**src/rtl/pipeline_control_unit.sv**
```systemverilog
// pipeline_control_unit
// Control path for a five-stage RV32I core. The D-stage opcode is decoded into a
// control bundle that travels down the D/E, E/M and M/W registers. Branches are
// resolved in E, and the unit produces the load-use stall, the redirect flush
// and the E-stage forwarding selects.
//
// Ports
//   clk, reset                  clock (rising edge), async active-low reset
//   opcode_d, funct3_d          D-stage instruction fields
//   rs1_d, rs2_d, rd_d          D-stage register addresses
//   zero_flag, lt_flag, ltu_flag  ALU compare flags for the E instruction
//   imm_src_d, illegal_d        combinational decode outputs
//   alu_src_a_e .. result_src_e E-stage controls (pc_src_e is combinational)
//   result_src_m/_w, mem_write_m, reg_write_m/_w, rd_w  M/W-stage controls
//   forward_a_e, forward_b_e    operand forwarding selects
//   stall_f, stall_d, flush_d, flush_e  hazard controls
module pipeline_control_unit #(
  parameter int unsigned REG_ADDR_W = 5,
  parameter int unsigned ALU_OP_W   = 3,
  parameter bit          EN_FWD     = 1'b1
) (
  input  logic                  clk,
  input  logic                  reset,
  input  logic [6:0]            opcode_d,
  input  logic [2:0]            funct3_d,
  input  logic [REG_ADDR_W-1:0] rs1_d,
  input  logic [REG_ADDR_W-1:0] rs2_d,
  input  logic [REG_ADDR_W-1:0] rd_d,
  input  logic                  zero_flag,
  input  logic                  lt_flag,
  input  logic                  ltu_flag,
  output logic [2:0]            imm_src_d,
  output logic                  illegal_d,
  output logic [1:0]            alu_src_a_e,
  output logic                  alu_src_b_e,
  output logic [ALU_OP_W-1:0]   alu_op_e,
  output logic                  pc_src_e,
  output logic                  pc_target_sel_e,
  output logic [1:0]            result_src_e,
  output logic [1:0]            result_src_m,
  output logic [1:0]            result_src_w,
  output logic                  mem_write_m,
  output logic                  reg_write_m,
  output logic                  reg_write_w,
  output logic [REG_ADDR_W-1:0] rd_w,
  output logic [1:0]            forward_a_e,
  output logic [1:0]            forward_b_e,
  output logic                  stall_f,
  output logic                  stall_d,
  output logic                  flush_d,
  output logic                  flush_e
);

  localparam logic [ALU_OP_W-1:0] ALU_ADD = ALU_OP_W'(0);
  localparam logic [ALU_OP_W-1:0] ALU_SUB = ALU_OP_W'(1);
  localparam logic [ALU_OP_W-1:0] ALU_FN  = ALU_OP_W'(2);

  typedef struct packed {
    logic                reg_write;
    logic                mem_write;
    logic                branch;
    logic                jump;
    logic [1:0]          alu_src_a;
    logic                alu_src_b;
    logic [ALU_OP_W-1:0] alu_op;
    logic [1:0]          result_src;
    logic                tsel;
  } ctrl_t;

  ctrl_t                 w_ctrl_d;
  logic [2:0]            w_imm_d;
  logic                  w_ill_d, w_use_rs1, w_use_rs2;

  ctrl_t                 r_ctrl_e;
  logic [REG_ADDR_W-1:0] r_rs1_e, r_rs2_e, r_rd_e;
  logic [2:0]            r_f3_e;
  logic                  r_rw_m, r_mw_m, r_rw_w;
  logic [1:0]            r_res_m, r_res_w;
  logic [REG_ADDR_W-1:0] r_rd_m, r_rd_w;

  logic                  w_cond, w_pc_src, w_match_e, w_match_m, w_hazard, w_stall;

  // Opcode decode; anything undecodable leaves the bundle all-zero (a bubble)
  always_comb begin
    w_ctrl_d  = '0;
    w_imm_d   = 3'b000;
    w_ill_d   = 1'b0;
    w_use_rs1 = 1'b0;
    w_use_rs2 = 1'b0;
    if (opcode_d[1:0] != 2'b11) begin
      w_ill_d = 1'b1;
    end else begin
      case (opcode_d[6:2])
        5'b00000: begin  // load
          w_ctrl_d.reg_write = 1'b1; w_ctrl_d.alu_src_b = 1'b1; w_ctrl_d.alu_op = ALU_ADD;
          w_ctrl_d.result_src = 2'b01; w_use_rs1 = 1'b1;
        end
        5'b00100: begin  // OP-IMM
          w_ctrl_d.reg_write = 1'b1; w_ctrl_d.alu_src_b = 1'b1; w_ctrl_d.alu_op = ALU_FN;
          w_use_rs1 = 1'b1;
        end
        5'b00101: begin  // AUIPC
          w_ctrl_d.reg_write = 1'b1; w_imm_d = 3'b100; w_ctrl_d.alu_src_a = 2'b01;
          w_ctrl_d.alu_src_b = 1'b1; w_ctrl_d.alu_op = ALU_ADD;
        end
        5'b01000: begin  // store
          w_ctrl_d.mem_write = 1'b1; w_imm_d = 3'b001; w_ctrl_d.alu_src_b = 1'b1;
          w_ctrl_d.alu_op = ALU_ADD; w_use_rs1 = 1'b1; w_use_rs2 = 1'b1;
        end
        5'b01100: begin  // OP
          w_ctrl_d.reg_write = 1'b1; w_ctrl_d.alu_op = ALU_FN;
          w_use_rs1 = 1'b1; w_use_rs2 = 1'b1;
        end
        5'b01101: begin  // LUI
          w_ctrl_d.reg_write = 1'b1; w_imm_d = 3'b100; w_ctrl_d.alu_src_a = 2'b10;
          w_ctrl_d.alu_src_b = 1'b1; w_ctrl_d.alu_op = ALU_ADD;
        end
        5'b11000: begin  // branch
          w_ctrl_d.branch = 1'b1; w_imm_d = 3'b010; w_ctrl_d.alu_op = ALU_SUB;
          w_use_rs1 = 1'b1; w_use_rs2 = 1'b1;
        end
        5'b11001: begin  // JALR: target comes from the ALU
          w_ctrl_d.reg_write = 1'b1; w_ctrl_d.jump = 1'b1; w_ctrl_d.alu_src_b = 1'b1;
          w_ctrl_d.alu_op = ALU_ADD; w_ctrl_d.result_src = 2'b10; w_ctrl_d.tsel = 1'b1;
          w_use_rs1 = 1'b1;
        end
        5'b11011: begin  // JAL
          w_ctrl_d.reg_write = 1'b1; w_ctrl_d.jump = 1'b1; w_imm_d = 3'b011;
          w_ctrl_d.result_src = 2'b10;
        end
        default: w_ill_d = 1'b1;
      endcase
    end
  end

  // Branch condition for the E instruction
  always_comb begin
    w_cond = 1'b0;
    case (r_f3_e)
      3'b000:  w_cond = zero_flag;
      3'b001:  w_cond = ~zero_flag;
      3'b100:  w_cond = lt_flag;
      3'b101:  w_cond = ~lt_flag;
      3'b110:  w_cond = ltu_flag;
      3'b111:  w_cond = ~ltu_flag;
      default: w_cond = 1'b0;
    endcase
  end

  assign w_pc_src = r_ctrl_e.jump | (r_ctrl_e.branch & w_cond);

  // RAW matches of the D instruction's used sources against E and M; x0 never matches
  assign w_match_e = (w_use_rs1 & (rs1_d != '0) & (rs1_d == r_rd_e)) |
                     (w_use_rs2 & (rs2_d != '0) & (rs2_d == r_rd_e));
  assign w_match_m = (w_use_rs1 & (rs1_d != '0) & (rs1_d == r_rd_m)) |
                     (w_use_rs2 & (rs2_d != '0) & (rs2_d == r_rd_m));

  // Without forwarding every producer still in E or M must drain first
  assign w_hazard = EN_FWD ? ((r_ctrl_e.result_src == 2'b01) & w_match_e)
                           : ((r_ctrl_e.reg_write & w_match_e) | (r_rw_m & w_match_m));

  // A redirect discards the stalled consumer anyway, so it overrides the stall
  assign w_stall = w_hazard & ~w_pc_src;

  // Forwarding selects, M has priority over W
  always_comb begin
    forward_a_e = 2'b00;
    forward_b_e = 2'b00;
    if (EN_FWD) begin
      if (r_rw_m && (r_rd_m != '0) && (r_rd_m == r_rs1_e))      forward_a_e = 2'b10;
      else if (r_rw_w && (r_rd_w != '0) && (r_rd_w == r_rs1_e)) forward_a_e = 2'b01;
      if (r_rw_m && (r_rd_m != '0) && (r_rd_m == r_rs2_e))      forward_b_e = 2'b10;
      else if (r_rw_w && (r_rd_w != '0) && (r_rd_w == r_rs2_e)) forward_b_e = 2'b01;
    end
  end

  // D/E register; unused source fields are dropped so they cannot raise forwards
  always_ff @(posedge clk or negedge reset) begin
    if (!reset) begin
      r_ctrl_e <= '0;
      r_rs1_e  <= '0;
      r_rs2_e  <= '0;
      r_rd_e   <= '0;
      r_f3_e   <= 3'b000;
    end else if (flush_e || w_ill_d) begin
      r_ctrl_e <= '0;
      r_rs1_e  <= '0;
      r_rs2_e  <= '0;
      r_rd_e   <= '0;
      r_f3_e   <= 3'b000;
    end else begin
      r_ctrl_e <= w_ctrl_d;
      r_rs1_e  <= w_use_rs1 ? rs1_d : '0;
      r_rs2_e  <= w_use_rs2 ? rs2_d : '0;
      r_rd_e   <= rd_d;
      r_f3_e   <= funct3_d;
    end
  end

  // E/M and M/W registers always advance
  always_ff @(posedge clk or negedge reset) begin
    if (!reset) begin
      r_rw_m  <= 1'b0;
      r_mw_m  <= 1'b0;
      r_res_m <= 2'b00;
      r_rd_m  <= '0;
      r_rw_w  <= 1'b0;
      r_res_w <= 2'b00;
      r_rd_w  <= '0;
    end else begin
      r_rw_m  <= r_ctrl_e.reg_write;
      r_mw_m  <= r_ctrl_e.mem_write;
      r_res_m <= r_ctrl_e.result_src;
      r_rd_m  <= r_rd_e;
      r_rw_w  <= r_rw_m;
      r_res_w <= r_res_m;
      r_rd_w  <= r_rd_m;
    end
  end

  assign imm_src_d       = w_imm_d;
  assign illegal_d       = w_ill_d;
  assign alu_src_a_e     = r_ctrl_e.alu_src_a;
  assign alu_src_b_e     = r_ctrl_e.alu_src_b;
  assign alu_op_e        = r_ctrl_e.alu_op;
  assign pc_src_e        = w_pc_src;
  assign pc_target_sel_e = r_ctrl_e.tsel;
  assign result_src_e    = r_ctrl_e.result_src;
  assign result_src_m    = r_res_m;
  assign result_src_w    = r_res_w;
  assign mem_write_m     = r_mw_m;
  assign reg_write_m     = r_rw_m;
  assign reg_write_w     = r_rw_w;
  assign rd_w            = r_rd_w;
  assign stall_f         = w_stall;
  assign stall_d         = w_stall;
  assign flush_d         = w_pc_src;
  assign flush_e         = w_pc_src | w_hazard;

endmodule

```
**config.mk**
```make
export PLATFORM = sky130hd
export DESIGN_NAME = pipeline_control_unit
export DESIGN_NICKNAME = d
export VERILOG_FILES = /design/src/rtl/pipeline_control_unit.sv
export SDC_FILE = /design/constraint.sdc
export NUM_CORES = 1
export LEC_CHECK = 0
export CORE_MARGIN = 2
export CORE_UTILIZATION = 47
export DETAILED_ROUTE_END_ITERATION = 16
export PLACE_DENSITY = 0.88
export SLEW_MARGIN = 0
export SYNTH_ARGS = -nofsm -noshare
export SYNTH_HDL_FRONTEND = slang
export SYNTH_SLANG_ARGS = --single-unit
```
**constraint.sdc**
```tcl
create_clock -name clk -period 2.1 [get_ports clk]
set_input_delay 0.42 -clock clk [delete_from_list [all_inputs] [get_ports clk]]
set_output_delay 0.42 -clock clk [all_outputs]
set_load 0.005 [all_outputs]
```
==> flow_metrics.env, run 1 <==
export IMPL_status="finished, violations left"
export IMPL_violations="setup timing"
export IMPL_wl_per_cell_um=20.5
export IMPL_min_period_ns=2.41
export IMPL_max_stage_delay_ns=0.43
export IMPL_yosys_area_top_type="dfrtp_1"
export IMPL_grt_pass1_vias=2056
export IMPL_grtUsageTotal_pct=25.8
export IMPL_worstMarginPinSlew_ns=0.580
export IMPL_postSynth_asyncResetShare_pct=100
export IMPL_finalMaxSlewViolations=0
export IMPL_dp_hpwl_mm=4.19
export IMPL_holdBufCountCts=0
export IMPL_cp_slowest_cell="dfrtp_1"
export IMPL_grt_max_degree=47
export IMPL_yosysWarnings=0
export IMPL_drc=0
export IMPL_drt_iter0_drc=136
export IMPL_n_fill_cell=257
export IMPL_regArea_sq_um=1150
export IMPL_start_util_pct=49.8
export IMPL_cts_buffer_depth=2
export IMPL_area_growth_pct=62.0
export IMPL_clk_pin_slew_worst_paths_ns=0.08
export IMPL_fin_ws_ns=-0.313
export IMPL_cp_top_family="simple AND/OR/NAND/NOR gates"
export IMPL_powerDensity_nw_per_um2=489
export IMPL_rsz0062_at_grt="true"
export IMPL_yosys_cell_types_count=41
export IMPL_p_sw_mw=0.449
export IMPL_end_kind="output pin"
export IMPL_final_area_sq_um=3580
export IMPL_die_area_sq_um=5270
export IMPL_cts_root_buf="clkbuf_8"
export IMPL_antenna_found_initial=0
export IMPL_cts_tree="done"
export IMPL_slew_headroom_pct=61.3
export IMPL_tns_ns=-1.87
export IMPL_grt_overflow=0
export IMPL_crit_arrival_ns=1.99
export IMPL_routed_wl_mm=7.52
export IMPL_nets=343
export IMPL_seq_area_frac_synth_pct=52.0
export IMPL_clkPwrFrac_pct=32.0
export IMPL_ir_worst_vdd_v=0.000295
export IMPL_final_antenna_net_count=0
export IMPL_synth_edff_count=0
export IMPL_cts_buffers=5
export IMPL_worst_setup_path_start_kind="flop"
export IMPL_fp_coreArea_sq_um=4440
export IMPL_grt_pass1_wl_mm=10.1
export IMPL_drive_gt1_share_pct=39.8
export IMPL_path_buf_inv=2
export IMPL_swShare_pct=25.6
export IMPL_cpMostUsedCell="buf_6"
export IMPL_vias=2098
export IMPL_p_total_mw=1.75
export IMPL_worstPathMaxFanout=2
export IMPL_postLayoutCoreUtil_pct=80.7
export IMPL_gp_congestion=0.863
export IMPL_setup_violations=17
export IMPL_htree_num_levels=2
export IMPL_rows=24
export IMPL_fin_crit_sh_pct=115
export IMPL_crit_chain="buf_6 -> xor2_4 -> nor4_4 -> a32oi_2 -> nor3_2 -> nand2b_4 -> buf_6"
export IMPL_leakagePower_nw=1.79
export IMPL_yosysMostFrequentCell="dfrtp_1"
export IMPL_p_seq_share_pct=51.9
export IMPL_path_class="reg -> out"
export IMPL_drt_first_pass_iters=4
export IMPL_clk_latency_ns=0.30
export IMPL_boundaryPins=64
export IMPL_die_h_um=72.6
export IMPL_hp_class="in -> async"
export IMPL_via_per_inst=5.73
export IMPL_synth_ff_type="dfrtp_1"
export IMPL_ys_top_cells_by_count="dfrtp_1 (46), xor2_1 (22), buf_4 (11)"
export IMPL_combPwrFrac_pct=16.1
export IMPL_power_internal_mw=1.30
export IMPL_synth_top_cell_area_share_pct=52.0
export IMPL_die_w_um=72.6
export IMPL_io_buffers=62
export IMPL_synthTopCellsByArea="dfrtp_1 (52%), xor2_1 (8.7%), buf_4 (3.7%)"
export IMPL_antenna_cells=0
export IMPL_syn_area_sq_um=2210
export IMPL_cts_sinks=46
export IMPL_syn_inst=199
export IMPL_finalClockSkew_ns=0.00279
export IMPL_postSynthAreaPerCell_sq_um=11.1
export IMPL_multi_input_area_sq_um=1170
export IMPL_required_ns=1.68
export IMPL_finalHoldViolations=0
export IMPL_syn_num_nets=229
export IMPL_ys_ff_latch=46
export IMPL_fmax_mhz=414
export IMPL_drv_cap=0
export IMPL_placed_cell_area_sq_um=3130
-- path summary, 6_finish.rpt --
check / start / endpoint / slack (ns) / cells after the start
worst max register to register: r_rd_e[4]$_DFF_PN0_ / result_src_e[1]$_DFF_PN0_ / -0.02 / 8
max in group asynchronous: reset / r_rd_e[0]$_DFF_PN0_ / 1.49 / 2
worst max-delay path: r_rd_e[4]$_DFF_PN0_ / flush_e / -0.31 / 7
worst min-delay path: reset / r_f3_e[2]$_DFF_PN0_ / 0.19 / 2
worst min register to register: r_ctrl_e[11]$_DFF_PN0_ / mem_write_m$_DFF_PN0_ / 0.35 / 0
min in group clk: r_ctrl_e[11]$_DFF_PN0_ / mem_write_m$_DFF_PN0_ / 0.35 / 0
-- sequential cells by signal (all words and copies together) (netlist names) --
signal           count
r_rs1_e              5
rd_w                 5
r_rd_e               5
r_ctrl_e             3
reg_write_w          1
r_rs2_e              5
alu_src_a_e          2
alu_src_b_e          1
r_rd_m               5
mem_write_m          1
alu_op_e             2
pc_target_sel_e      1
reg_write_m          1
result_src_e         2
result_src_m         2
result_src_w         2
r_f3_e               3
-- power by group through the flow --
| stage | combinational (mW) | clock [mW] | sequential [mW] |
|---|---|---|---|
| final | 0.282 | 0.561 | 0.909 |
| after global routing | 0.298 | 0.607 | 0.911 |
| after detailed placement | 0.222 | 0 | 0.925 |
| after floorplan | 0.0791 | 0 | 0.925 |
| after global placement | 0.214 | 0 | 0.924 |
| after CTS | 0.243 | 0.554 | 0.908 |
-- final cells by class --
class | count | area share, %
clock inverters | 1 | 0.140
repair buffers | 122 | 30.4
multi-input cells | 134 | 32.6
flip-flops and latches | 46 | 32.1
inverters | 4 | 0.489
well taps | 52 | 1.82
clock buffers | 7 | 2.41
-- cells in the final DEF, fill, tap and decap left out, drive strengths merged, types with 7 or more instances in the layout --
cell type	count
dfrtp	46
xor2	22
buf	70
and2	10
clkbuf	7
nor4	8
xnor2	8
nor3	7
dlygate4sd2	10
nor2	11
nand2	10
nand3	7
clkdlybuf4s50	31
-- cells by family after synthesis --
group / share of synthesized area [%]
AO/OA/AOI/OAI: 6.96
XOR/XNOR: 11.9
flip-flops: 52.0
AND/OR/NAND/NOR: 22.4
buffers and inverters: 6.11
other: 0.170
multiplexers: 0.453
-- through the flow --
stage | std cells | worst slack [ns] | hold WS (ns)
final | 366 | -0.313 | 0.190
after CTS | 363 | -0.323 | 0.221
after floorplan | 199 | 0.139 | 0.124
after detailed placement | 344 | -0.891 | 0.335
after global routing | 366 | -0.384 | 0.240
after global placement | 344 | -0.825 | 0.333
-- what timing repair did --
item                                    CTS  global route
endpoints found under the setup margin   32            25
hold endpoints to repair                  0             0
setup buffers                            11             5
resized for setup                        87            35
pin swaps                                25            14
-- metal layers --
metal,GRT usage (%),vias up,wire length (um)
met2,47.1,136,3940
met4,9.47,0,338
met3,5.25,31,533
met1,29.6,1019,2710
met5,0,-,0
li1,-,912,-
(Power assumes the default switching activity.)
==> run 2, diff against run 1 <==
CORE_MARGIN = 10   (was 2)
PLACE_DENSITY = 0.79   (was 0.88)
==> flow_metrics.env, run 2 (synthesis results as in run 1) <==
export IMPL_powerDensity_nw_per_um2=492
export IMPL_crit_arrival_ns=1.88
export IMPL_drv_cap=0
export IMPL_nets=343
export IMPL_multi_input_area_sq_um=1080
export IMPL_hp_class="in -> async"
export IMPL_holdBufCountCts=0
export IMPL_rows=24
export IMPL_clkPwrFrac_pct=31.7
export IMPL_drt_first_pass_iters=4
export IMPL_htree_num_levels=2
export IMPL_cp_top_family="simple AND/OR/NAND/NOR gates"
export IMPL_die_h_um=88.6
export IMPL_worstMarginPinSlew_ns=0.551
export IMPL_grt_pass1_wl_mm=10.1
export IMPL_clk_latency_ns=0.30
export IMPL_io_buffers=62
export IMPL_fin_crit_sh_pct=110
export IMPL_max_stage_delay_ns=0.54
export IMPL_dp_cells=349
export IMPL_drc=0
export IMPL_slew_headroom_pct=63.3
export IMPL_path_class="reg -> out"
export IMPL_regArea_sq_um=1150
export IMPL_r2r_end="result_src_e[1]$_DFF_PN0_"
export IMPL_cp_slowest_cell="or4_4"
export IMPL_cts_buffers=5
export IMPL_cts_tree="done"
export IMPL_wl_per_cell_um=17.5
export IMPL_finalHoldViolations=0
export IMPL_grt_pass1_vias=2066
export IMPL_drt_iter0_drc=85
export IMPL_p_sw_mw=0.435
export IMPL_vias=1934
export IMPL_grt_overflow=0
export IMPL_required_ns=1.68
export IMPL_setup_violations=7
export IMPL_crit_chain="or4_4 -> o21ai_4 -> buf_6 -> nor4_4 -> nor4_2 -> buf_2"
export IMPL_finalMaxSlewViolations=0
export IMPL_fmax_mhz=434
export IMPL_fin_cells=366
export IMPL_rsz0062_at_grt="true"
export IMPL_drive_gt1_share_pct=35.7
export IMPL_rr_startpoint="r_f3_e[2]$_DFF_PN0_"
export IMPL_min_period_ns=2.30
export IMPL_finalClockSkew_ns=0.00135
export IMPL_tns_ns=-0.952
export IMPL_ir_worst_vdd_v=0.000358
export IMPL_cts_buffer_depth=2
export IMPL_placed_cell_area_sq_um=3160
export IMPL_power_internal_mw=1.26
export IMPL_final_area_sq_um=3450
export IMPL_cts_root_buf="clkbuf_8"
export IMPL_area_growth_pct=56.1
export IMPL_p_total_mw=1.70
export IMPL_fp_coreArea_sq_um=4440
export IMPL_end_kind="output pin"
export IMPL_worstRegToRegCells=8
export IMPL_p_seq_share_pct=53.4
export IMPL_worstPathMaxFanout=2
export IMPL_status="finished, violations left"
export IMPL_start_util_pct=49.8
export IMPL_grt_max_degree=47
export IMPL_worst_setup_path_start_kind="flop"
export IMPL_cts_sinks=46
export IMPL_path_buf_inv=2
export IMPL_final_antenna_net_count=0
export IMPL_die_area_sq_um=7850
export IMPL_swShare_pct=25.6
export IMPL_mostFrequentLayoutCells="buf_4 (53), dfrtp_1 (46), clkdlybuf4s50_1 (34)"
export IMPL_final_common_cell="buf_4"
export IMPL_crit_start="r_rd_m[3]$_DFF_PN0_"
export IMPL_clk_pin_slew_worst_paths_ns=0.08
export IMPL_n_fill_cell=288
export IMPL_violations="setup timing"
export IMPL_grtUsageTotal_pct=16.6
export IMPL_fin_ws_ns=-0.204
export IMPL_combPwrFrac_pct=14.9
export IMPL_boundaryPins=64
export IMPL_antenna_cells=0
export IMPL_rrSetupSlack_ns=0.15
export IMPL_routed_wl_mm=6.40
export IMPL_via_per_inst=5.28
export IMPL_die_w_um=88.6
export IMPL_antenna_found_initial=0
export IMPL_leakagePower_nw=1.73
export IMPL_gp_congestion=0.870
export IMPL_dp_hpwl_mm=4.68
## run 2: changes by cell type in the layout (fill, tap and decap cells not counted), moves of 2 or more
cell             change
dlygate4sd2_1        +4
clkdlybuf4s15_2      -3
clkdlybuf4s50_1      +3
dlymetal6s2s_1       -3
clkbuf_2             +2
clkdlybuf4s15_1      -2
nor4_2               +2
nor4_4               -2
o21ai_2              -2
or4_1                +2
or4_4                -2
## run 2: per-layer routing
| metal | share of wire [%] | GRT usage, % | wire length (um) |
|---|---|---|---|
| met1 | 38 | 16.8 | 2430 |
| met2 | 55 | 32.0 | 3540 |
| met3 | 5.3 | 4.14 | 339 |
| met4 | 1.5 | 6.17 | 95 |
| met5 | 0 | 0 | 0 |
## run 2: final cells by class
type	instances	area share, %
Tap cell	52	1.88
Timing Repair Buffer	122	30.6
Clock inverter	3	0.616
Multi-Input combinational cell	134	31.2
Sequential cell	46	33.3
Clock buffer	5	1.99
Inverter	4	0.435
## run 2: worst reg2reg max path, delay by kind of cell (launching register included)
| kind | cells | cell delay [ns] |
|---|---|---|
| AND/OR/NAND/NOR | 1 | 0.19 |
| multiplexers | 1 | 0.24 |
| AO/OA/AOI/OAI | 2 | 0.45 |
| flip-flops | 1 | 0.38 |
| buffers and inverters | 3 | 0.41 |
| XOR/XNOR | 1 | 0.21 |
## run 2: timing repair
item / in CTS / in global routing
setup endpoints to repair: 19 / 20
endpoints found under the hold margin: 0 / 0
buffers inserted: 9 / 1
gates resized for setup: 81 / 16
pin swaps: 21 / 9
## run 2: worst max path at each step
stage / depth (start not counted) / slack (ns) / end
final: 6 / -0.20 / forward_b_e[0]
after global routing: 6 / -0.30 / forward_b_e[0]
after CTS: 6 / -0.22 / stall_d
after detailed placement: 6 / -0.86 / stall_d
after global placement: 6 / -0.81 / stall_d
after floorplan: 5 / 0.14 / flush_e
## run 2: power groups by stage
stage	registers, mW	clock network [mW]	logic [mW]
after CTS	0.907	0.539	0.244
after floorplan	0.925	0	0.0791
final	0.908	0.539	0.253
after global placement	0.924	0	0.223
after global routing	0.910	0.578	0.273
after detailed placement	0.925	0	0.229
## run 2: metrics by stage
| step | setup slack [ns] | hold slack, ns | utilization (%) |
|---|---|---|---|
| floorplan | 0.139 | 0.124 | - |
| global placement | -0.814 | 0.333 | 71.0 |
| detailed placement | -0.861 | 0.339 | 71.0 |
| CTS | -0.223 | 0.202 | 76.8 |
| global route | -0.300 | 0.229 | 77.7 |
| finish | -0.204 | 0.176 | 77.7 |
==> run 3, diff against run 2 <==
CTS_CLUSTER_DIAMETER = 120   (was unset)
GPL_TIMING_DRIVEN = 0   (was unset)
==> flow_metrics.env, run 3 (synthesis results as in run 1) <==
export IMPL_status="finished, violations left"
export IMPL_violations="setup timing"
export IMPL_cp_slowest_cell="dfrtp_1"
export IMPL_die_w_um=88.6
export IMPL_drt_first_pass_iters=4
export IMPL_powerDensity_nw_per_um2=527
export IMPL_via_per_inst=5.46
export IMPL_max_stage_delay_ns=0.45
export IMPL_boundaryPins=64
export IMPL_drv_cap=0
export IMPL_p_total_mw=1.82
export IMPL_grt_pass1_vias=1982
export IMPL_setup_violations=7
export IMPL_finalHoldViolations=0
export IMPL_io_buffers=60
export IMPL_holdWs_ns=0.355
export IMPL_fin_crit_sh_pct=112
export IMPL_nets=330
export IMPL_required_ns=1.68
export IMPL_gp_congestion=0.881
export IMPL_finalMaxSlewViolations=0
export IMPL_drc=0
export IMPL_worst_setup_path_start_kind="flop"
export IMPL_dr_max_layer_used="met4"
export IMPL_final_area_sq_um=3450
export IMPL_rows=24
export IMPL_grt_overflow=0
export IMPL_cts_sinks=46
export IMPL_cts_buffer_depth=2
export IMPL_grt_max_degree=44
export IMPL_htree_num_levels=2
export IMPL_clk_pin_slew_worst_paths_ns=0.08
export IMPL_ir_worst_vdd_v=0.000338
export IMPL_grt_pass1_wl_mm=9.92
export IMPL_clk_latency_ns=0.30
export IMPL_wl_met3_um=436
export IMPL_end_kind="output pin"
export IMPL_finalClockSkew_ns=0.0100
export IMPL_mostFrequentLayoutCells="dfrtp_1 (46), buf_4 (40), clkdlybuf4s50_1 (30)"
export IMPL_grtUsageTotal_pct=16.1
export IMPL_drt_iter0_drc=144
export IMPL_n_fill_cell=288
export IMPL_start_util_pct=49.8
export IMPL_die_area_sq_um=7850
export IMPL_drive_gt1_share_pct=35.2
export IMPL_min_period_ns=2.34
export IMPL_final_antenna_net_count=0
export IMPL_routedLengthMet1_mm=2.57
export IMPL_crit_chain="or2_2 -> o21ai_4 -> a32oi_4 -> nor3_4 -> nand2b_4 -> buf_6"
export IMPL_path_class="reg -> out"
export IMPL_antenna_found_initial=0
export IMPL_fin_ws_ns=-0.245
export IMPL_fmax_mhz=426
export IMPL_hp_class="reg -> reg"
export IMPL_routed_wl_mm=6.63
export IMPL_tns_ns=-1.11
export IMPL_wl_per_cell_um=18.8
export IMPL_final_common_cell="dfrtp_1"
export IMPL_fp_coreArea_sq_um=4440
export IMPL_leakagePower_nw=1.72
export IMPL_placed_cell_area_sq_um=2890
export IMPL_crit_arrival_ns=1.92
export IMPL_worstPathMaxFanout=5
export IMPL_cts_tree="done"
export IMPL_pre_cts_ws_ns=-1.09
export IMPL_cts_root_buf="clkbuf_8"
export IMPL_area_growth_pct=55.9
export IMPL_cts_buffers=5
export IMPL_multi_input_area_sq_um=1140
export IMPL_rsz0062_at_grt="true"
export IMPL_vias=1929
export IMPL_antenna_cells=0
export IMPL_regArea_sq_um=1150
export IMPL_die_h_um=88.6
export IMPL_wl_met2_mm=3.53
export IMPL_dp_hpwl_mm=4.10
## run 3: cell count changes in the layout (fill, tap and decap cells not counted), sizes merged
cell,before,now
clkdlybuf4s50,34,30
dlygate4sd2,14,16
dlygate4sd3,0,1
bufinv,0,1
dlymetal6s2s,2,1
buf,69,58
clkinv,2,0
clkdlybuf4s15,1,2
## run 3: area by class of cell
type                       instances  area share (%)
sequential                        46            33.4
inverter                           4           0.508
buffer                            14            3.59
tap                               52            1.89
timing repair buffer              95            24.3
multi-input combinational        134            33.1
clock buffer                       6            2.10
clock inverter                     2            1.09
## run 3: routing by layer
metal / vias to the layer above / GRT usage, %
met5: - / 0
met3: 10 / 3.77
met1: 942 / 18.1
met4: 0 / 5.73
li1: 890 / -
met2: 87 / 29.3
## run 3: what timing repair did
item                                    in CTS  in global routing
gates resized for setup                     94                 19
hold endpoints to repair                     3                  0
hold buffers                                 1                  0
pin swaps                                   24                 14
buffers inserted                            29                  8
endpoints found under the setup margin      15                 15
## run 3: worst max-delay path, delay by kind of cell, from the launching register on
family | cells | cell delay [ns]
simple gates | 3 | 0.73
compound gates | 2 | 0.36
flops | 1 | 0.45
buf+inv | 1 | 0.09
## run 3: path summary, 6_finish.rpt
path	startpoint	endpoint	slack, ns	depth (start not counted)
worst max-delay path	r_rd_e[3]$_DFF_PN0_	flush_e	-0.24	6
worst min-delay path	r_ctrl_e[12]$_DFF_PN0_	reg_write_m$_DFF_PN0_	0.35	0
worst min register to register	r_ctrl_e[12]$_DFF_PN0_	reg_write_m$_DFF_PN0_	0.35	0
min in group asynchronous	reset	alu_op_e[1]$_DFF_PN0_	0.45	2
worst max register to register	r_f3_e[2]$_DFF_PN0_	r_ctrl_e[12]$_DFF_PN0_	0.05	9
max in group asynchronous	reset	alu_src_a_e[0]$_DFF_PN0_	1.21	3
## run 3: metrics by stage
stage                     util (%)  instances
after floorplan                  -        199
after global placement        64.8        311
after detailed placement      65.1        312
after CTS                     75.1        348
after global routing          77.6        353
final                         77.6        353
## run 3: power by group
group	total (mW)	switching, mW	internal [mW]
clock	0.658	0.302	0.355
combinational	0.249	0.121	0.128
sequential	0.910	0.0129	0.897
total	1.82	0.436	1.38
